`src/rtl/stream_sort5.sv`:
```
// Serial-in / serial-out sorter: a burst of N samples is insertion-sorted into a register array
// as it arrives, then streamed out in order. Define STREAM_SORT_DESCEND_EN for descending order.
module stream_sort5 #(
    parameter int N = 5,
    parameter int W = 6
) (
    input  logic         clk,
    input  logic         rst,
    input  logic         in_valid,
    input  logic [W-1:0] in_num,
    output logic         in_ready,
    output logic         out_valid,
    output logic [W-1:0] out_num,
    output logic         out_last,
    input  logic         out_ready
);

    localparam int CW = $clog2(N + 1);
    localparam int IW = (N > 1) ? $clog2(N) : 1;

    typedef enum logic [0:0] {
        ST_LOAD = 1'b0,
        ST_OUT  = 1'b1
    } state_t;

    state_t         state_r;
    state_t         state_nxt_s;
    logic [W-1:0]   arr_r     [N];
    logic [W-1:0]   arr_nxt_s [N];
    logic           keep_s    [N];
    logic [CW-1:0]  count_r;
    logic [IW-1:0]  idx_r;
    logic           in_hs_s;
    logic           out_hs_s;
    logic           load_done_s;
    logic           out_done_s;

    // An occupied entry stays put when it sorts at or before the new sample (keeps equal values stable).
    function automatic logic stays_before(input logic [W-1:0] entry, input logic [W-1:0] sample);
`ifdef STREAM_SORT_DESCEND_EN
        return entry >= sample;
`else
        return entry <= sample;
`endif
    endfunction

    assign in_hs_s     = in_valid & in_ready;
    assign out_hs_s    = out_valid & out_ready;
    assign load_done_s = in_hs_s && (count_r == CW'(N - 1));
    assign out_done_s  = out_hs_s && (idx_r == IW'(N - 1));

    // State register
    always_ff @(posedge clk) begin
        if (rst) begin
            state_r <= ST_LOAD;
        end else begin
            state_r <= state_nxt_s;
        end
    end

    // Next-state logic
    always_comb begin
        state_nxt_s = state_r;
        case (state_r)
            ST_LOAD: begin
                if (load_done_s) begin
                    state_nxt_s = ST_OUT;
                end else begin
                    state_nxt_s = ST_LOAD;
                end
            end
            ST_OUT: begin
                if (out_done_s) begin
                    state_nxt_s = ST_LOAD;
                end else begin
                    state_nxt_s = ST_OUT;
                end
            end
            default: state_nxt_s = ST_LOAD;
        endcase
    end

    // Output decode from state and stored array only
    always_comb begin
        in_ready  = 1'b0;
        out_valid = 1'b0;
        out_num   = {W{1'b0}};
        out_last  = 1'b0;
        case (state_r)
            ST_LOAD: begin
                in_ready = 1'b1;
            end
            ST_OUT: begin
                out_valid = 1'b1;
                out_num   = arr_r[idx_r];
                out_last  = (idx_r == IW'(N - 1));
            end
            default: begin
                in_ready = 1'b0;
            end
        endcase
    end

    // Insertion network: entries before the slot hold, the slot takes the sample, the rest shift up
    always_comb begin
        for (int i = 0; i < N; i++) begin
            keep_s[i] = (CW'(i) < count_r) && stays_before(arr_r[i], in_num);
        end
        if (keep_s[0]) begin
            arr_nxt_s[0] = arr_r[0];
        end else begin
            arr_nxt_s[0] = in_num;
        end
        for (int i = 1; i < N; i++) begin
            if (keep_s[i]) begin
                arr_nxt_s[i] = arr_r[i];
            end else if (keep_s[i-1]) begin
                arr_nxt_s[i] = in_num;
            end else begin
                arr_nxt_s[i] = arr_r[i-1];
            end
        end
    end

    // Array, fill count and output index
    always_ff @(posedge clk) begin
        if (rst) begin
            for (int i = 0; i < N; i++) begin
                arr_r[i] <= {W{1'b0}};
            end
            count_r <= {CW{1'b0}};
            idx_r   <= {IW{1'b0}};
        end else begin
            if (in_hs_s) begin
                arr_r   <= arr_nxt_s;
                count_r <= count_r + CW'(1);
            end
            if (load_done_s) begin
                idx_r <= {IW{1'b0}};
            end
            if (out_hs_s) begin
                if (out_done_s) begin
                    idx_r   <= {IW{1'b0}};
                    count_r <= {CW{1'b0}};
                end else begin
                    idx_r <= idx_r + IW'(1);
                end
            end
        end
    end

endmodule
```
`config.mk`:
```
export PLATFORM = sky130hd
export DESIGN_NAME = stream_sort5
export DESIGN_NICKNAME = d
export VERILOG_FILES = /design/src/rtl/stream_sort5.sv
export SDC_FILE = /design/constraint.sdc
export NUM_CORES = 1
export LEC_CHECK = 0
export ABC_AREA = 0
export BUFFER_PORTS_ARGS = -buffer_cell sky130_fd_sc_hd__buf_2
export CAP_MARGIN = 5
export CORE_ASPECT_RATIO = 0.6
export CORE_UTILIZATION = 66
export DETAILED_ROUTE_END_ITERATION = 16
export HOLD_SLACK_MARGIN = 0.08
export PLACE_DENSITY_LB_ADDON = 0.12
export SYNTH_ARGS = -nofsm -noshare
export SYNTH_HDL_FRONTEND = slang
export SYNTH_SLANG_ARGS = --single-unit
export TNS_END_PERCENT = 1
```
`constraint.sdc`:
```
create_clock -name clk -period 3.4 [get_ports clk]
set_input_delay 0.51 -clock clk [delete_from_list [all_inputs] [get_ports clk]]
set_output_delay 0.51 -clock clk [all_outputs]
set_load 0.02 [all_outputs]
```
## Word level (Yosys, flattened, before mapping)

Cells that the tools add are included.

| cells by class | value |
|---|---|
| muxes and demuxes | 20 |
| eq/ne operators | 2 |
| reductions and logical operators | 13 |
| $lt $le $gt $ge | 11 |
| bitwise logic cells | 9 |
| add/subtract/negate cells | 2 |

Operator list:

| cell | count |
|---|---|
| 6-bit 2-to-1 mux | 7 |
| 6-bit less-or-equal comparator | 5 |
| 6-bit binary-select mux with 3-bit select | 1 |
| 3-bit 2-to-1 mux | 6 |
| 2-bit AND reduction | 5 |
| 1-bit logical AND | 7 |
| 3-bit by 1-bit adder with 3-bit output (second input constant) | 2 |
| 3-bit == test (second input constant) | 2 |
| 1-bit by 3-bit less-than comparator with 1-bit output (first input constant) | 2 |
| 2-bit by 3-bit less-than comparator with 1-bit output (first input constant) | 2 |
| 1-bit NOT | 6 |
| 1-bit 2-to-1 mux | 5 |
| 4-bit >= comparator (second input constant) | 1 |
| 3-bit NOT with 4-bit output | 1 |
| 3-bit less-than comparator (first input constant) | 1 |
| 1-bit bitwise AND | 2 |
| 1-bit one-hot mux with 2 select lines | 1 |
| 2-bit nonzero test | 1 |

| word-level totals | value |
|---|---|
| register bits | 37 |
| output and inout port bits | 9 |
| input bits | 10 |
| word-level logic and storage cells | 65 |

## Depth between registers and ports, before layout

| depth | value |
|---|---|
| word-level depth | 5 |
| mapped depth | 8 |
| gate-level depth less buffers | 7 |

## Worst setup path before layout

OpenSTA, ideal clock, no wires.

| path | value |
|---|---|
| kind | input -> register |
| start | input in_num[3] |
| end | register arr_r[10] in the netlist's numbering |
| required time | 3.309 ns |
| cell stages on the path | 8 |
| arrival time | 2.020 ns |
| setup time | 0.091 ns |
| path slack | 1.289 ns |
| path buffers | 1 |
| cells stage by stage | inv_1 -> ha_1 -> a211o_1 -> o211ai_2 -> a31oi_4 -> buf_6 -> or3_1 -> a311oi_1 |

| between the ends | value |
|---|---|
| cells in the longest elaborated chain, start to end | 4 |
| elaborated cells between the ends (all ways) | 7 |
| classes of those cells | order compare: 2; mux: 1; bitwise: 1; reduce/logical: 3 |

Ends and longest elaborated chain:

| element | line | RTL |
|---|---|---|
| from (decl) | 10 | `input logic [W-1:0] in_num,` |
| 6-bit less-or-equal comparator | 43 | `return entry <= sample;` |
| 1-bit logical AND | 107 | `keep_s[i] = (CW'(i) < count_r) && stays_before(arr_r[i], in_num);` |
| 1-bit NOT (no line) | - |  |
| 2-bit AND reduction (no line) | - |  |
| to (signal, indexed assignment) | 129 | `arr_r[i] <= {W{1'b0}};` |
| to (signal assigned) | 135 | `arr_r <= arr_nxt_s;` |
| to (decl) | 28 | `logic [W-1:0] arr_r [N];` |

Parallel ways exist; a longest one is shown, timed or not.
A chain may end at the register's enable or synchronous reset.

## Worst setup path after layout

| path | value |
|---|---|
| start | input in_num[5] |
| end | register arr_r[0] in the netlist's numbering |

The elaborated chain is that of the path after synthesis.

==> reports/summary.log <==
[logic_synthesis] Cells after Synth 354
[logic_synthesis] distinct cell type count after synthesis 54
[clock_network] hold-fix buffers at CTS 0
[timing] final number of setup-violating endpoints 0
[drt] routed length per instance 21.0 µm
[timing] worst-margin pin slew 937 ps
[logic_synthesis] #FFs+latches synth 37
[drt] remaining number of nets flagged by the antenna check after routing 0
[job] max-capacitance violation count 0
[timing] worst slew margin relative to its limit 37.2%
[power] power density over the cells 405 nW/µm²
[layout] count of nets after finishing 406
[placement] estimated wirelength of the detail-placed design 6560 µm
[timing] Setup TNS Final 0 ps
[status] status finished, final reports clean
[clock_network] worst-skew pair later-pin latency 300 ps
[clock_network] CTS H-tree depth 2
[logic_synthesis] Synthesis Warnings 0
[power] worst voltage drop across the vdd grid 0.273 mV
[layout] number of antenna cells inserted 0
[drt] via count 3030
[global_route] via count of the first global-routing pass 2600
[drt] Iteration-0 DRC Markers 457
[setup_path] slowest cell on the critical path sky130_fd_sc_hd__a31oi_1
[timing] final clock skew 11.7 ps
[global_route] number of antenna violations at the first check in global routing 0
[setup_path] Worst path max stage delay 760 ps
[global_route] first-pass GRT wire length 13700 µm
[global_route] total global routing track utilization 39.7%
[timing] final critical delay including setup and external delays 2540 ps
[timing] RSZ-0062 raised after global routing no
[setup_path] sequence of cells on the critical path buf_2, inv_1, ha_1, nand4_1, o21bai_1, a31oi_1, nor2_1, a311oi_1
[setup_path] CP delay by family, top compound AO/OA/AOI/OAI gates
[global_route] pin count of the biggest net entering global routing 36
[worst_hold_path] classification of the worst-slack hold path input port to register
[floorplanning] Core Box Area 4210 µm²
[logic_synthesis] average instance area after synthesis 8.42 µm²
[power] leak pwr 1.23 nW
[clock_network] post_cts resized 0
[clock_network] TritonCTS clock tree done
[logic_synthesis] most used flip-flop cell after synthesis sky130_fd_sc_hd__dfxtp_1
[floorplanning] die footprint 4800 µm²
[drt] uppermost signal routing layer after detailed routing met4
[clock_network] clk buf depth 2
[floorplanning] Starting Density 70.8%
[floorplanning] chip width 88.8 µm
[timing] final worst-path cycle share 74.6%
[logic_synthesis] Net Count, Synth 398
[timing] highest clock rate 394 MHz
[setup_path] arrival time at the worst endpoint 2730 ps
[logic_synthesis] post-synth design cell area 2980 µm²
[layout] Final Core Density 75.8%
[logic_synthesis] count of flip-flops with a built-in enable after synthesis 0
[clock_network] clock slew seen by the registers of the worst setup and hold paths 80 ps
[floorplanning] Die H 54.1 µm
[logic_synthesis] share of synthesized flip-flops with an asynchronous set or reset 0%
[setup_path] buffer and inverter count on the worst path 2
[drt] number of search-and-repair iterations in the first detailed-routing pass 6
[layout] area growth from synthesis to layout 7.01%
[setup_path] kind of critical path input port to register
[drt] WL met1 3740 µm
[setup_path] Req. time, crit path 3600 ps
[floorplanning] number of core rows 18
[layout] share of layout cells above drive strength 1 13.5%
[placement] number of I/O port buffers 18
[drt] aggregate routed wire length 8880 µm
[setup_path] type of destination of the critical path register
[clock_network] TritonCTS sink count 37
[timing] count of pins over their slew limit 0
[setup_path] Worst Setup Start Kind input port
[clock_network] buffer type at the clock tree root sky130_fd_sc_hd__clkbuf_8
[clock_network] cts bufs inserted 5
[timing] Hold Vio Cnt, Final 0
[drt] post-DR vias/cell 7.16
[placement] final RePlAce weighted congestion 0.989
[setup_path] CP Max Fanout 12
[clock_network] buffers inserted by post-CTS timing repair 0
[drt] sum of met2 wire segment lengths after detailed routing 3560 µm
[floorplanning] number of placed I/O pins 19
[logic_synthesis] part of the Yosys area used for sequential elements 24.8%
[drt] number of remaining DRC errors 0
[global_route] Congestion Overflow GR 0
[power] power consumption 1.29 mW
[drt] Met3 Routed Length 1360 µm
==> per-layer routing <==
layer | GRT usage, % | vias up
li1 | - | 1386
met3 | 15.8 | 27
met1 | 54.8 | 1401
met4 | 11.8 | 0
met2 | 56.9 | 216
met5 | 0 | -
==> cell type report <==
cell class                 instances  area (µm²)
tap                               60        75.1
multi-input combinational        283        2080
fill                             340        1020
clock inverter                     3        68.8
sequential                        37         741
clock buffer                       5        68.8
inverter                          17        63.8
timing repair buffer              18        90.1
==> path summary, 6_finish.rpt <==
path	end	slack, ps	startpoint	depth (start not counted)
setup reg to reg	arr_r[9]	1030	state_r	5
hold / removal	arr_r[27]	530	in_num[3]	3
setup / recovery	arr_r[0]	860	in_num[5]	8
hold reg to reg	count_r[0]	540	count_r[0]	2
==> sequential cells by signal, indices dropped and copies added (netlist names) <==
| signal | flops |
|---|---|
| arr_r | 30 |
| count_r | 3 |
| idx_r | 3 |
| state_r | 1 |
==> worst min-delay path, cell delays in order <==
cell and delay, ps:
sky130_fd_sc_hd__buf_2 150, sky130_fd_sc_hd__nand3_1 70, sky130_fd_sc_hd__a21oi_1 50
==> metrics by stage <==
stage                     area, µm²  hold slack (ps)  std cells  worst slack [ps]
after floorplan                2980              485        354              1290
after global placement         3050              519        415               716
after detailed placement       3050              527        415               673
after CTS                      3190              520        423               939
after global routing           3190              545        423               645
final                          3190              529        423               865
==> Yosys cell counts, types with 4 or more instances <==
cell                       number  area share [%]
sky130_fd_sc_hd__nor2_1        21             2.6
sky130_fd_sc_hd__or3_1          5             1.0
sky130_fd_sc_hd__nor2b_1        6             1.3
sky130_fd_sc_hd__a21o_1         4             1.0
sky130_fd_sc_hd__mux4_2         6             4.5
sky130_fd_sc_hd__a311oi_1      25             7.3
sky130_fd_sc_hd__clkbuf_1       8             1.0
sky130_fd_sc_hd__and2_1         9             1.9
sky130_fd_sc_hd__a21oi_1       34             5.7
sky130_fd_sc_hd__inv_1         15             1.9
sky130_fd_sc_hd__a31oi_1       13             2.7
sky130_fd_sc_hd__nand2_1       13             1.6
sky130_fd_sc_hd__dfxtp_1       37              25
sky130_fd_sc_hd__buf_2          5            0.84
sky130_fd_sc_hd__ha_1          34              14
sky130_fd_sc_hd__nand2b_1       6             1.3
sky130_fd_sc_hd__and4_1         8             2.4
sky130_fd_sc_hd__o21ai_0       23             3.9
sky130_fd_sc_hd__a22oi_1        5             1.3
sky130_fd_sc_hd__nand3_1       29             4.9
sky130_fd_sc_hd__nand4_1        4            0.84
==> power breakdown <==
part	internal, mW	total [mW]	switching [mW]
clock network	0.295	0.472	0.176
registers	0.466	0.521	0.0542
logic	0.118	0.301	0.183
==> cells by family (layout without fill, tap and decap cells) <==
family / count (synthesis) / in the layout / synth area share [%]
simple gates: 117 / 117 / 22.1
xor+xnor: 1 / 1 / 0.294
flops: 37 / 37 / 24.8
compound gates: 125 / 125 / 28.7
buf+inv: 34 / 43 / 5.29
mux: 6 / 6 / 4.53
fa+ha+maj: 34 / 34 / 14.3
==> placed cells by master, fill, tap and decap left out, types with 4 or more instances in the layout <==
cell                       count
sky130_fd_sc_hd__dfxtp_1      37
sky130_fd_sc_hd__a21oi_1      34
sky130_fd_sc_hd__ha_1         34
sky130_fd_sc_hd__nand3_1      29
sky130_fd_sc_hd__a311oi_1     25
sky130_fd_sc_hd__o21ai_0      23
sky130_fd_sc_hd__nor2_1       21
sky130_fd_sc_hd__buf_2        18
sky130_fd_sc_hd__inv_1        15
sky130_fd_sc_hd__nand2_1      13
sky130_fd_sc_hd__a31oi_1      13
sky130_fd_sc_hd__and2_1        9
sky130_fd_sc_hd__and4_1        8
sky130_fd_sc_hd__mux4_2        6
sky130_fd_sc_hd__nand2b_1      6
sky130_fd_sc_hd__nor2b_1       6
sky130_fd_sc_hd__or3_1         5
sky130_fd_sc_hd__a22oi_1       5
sky130_fd_sc_hd__clkbuf_8      5
sky130_fd_sc_hd__nand4_1       4
sky130_fd_sc_hd__a21o_1        4
(Power assumes the default switching activity.)
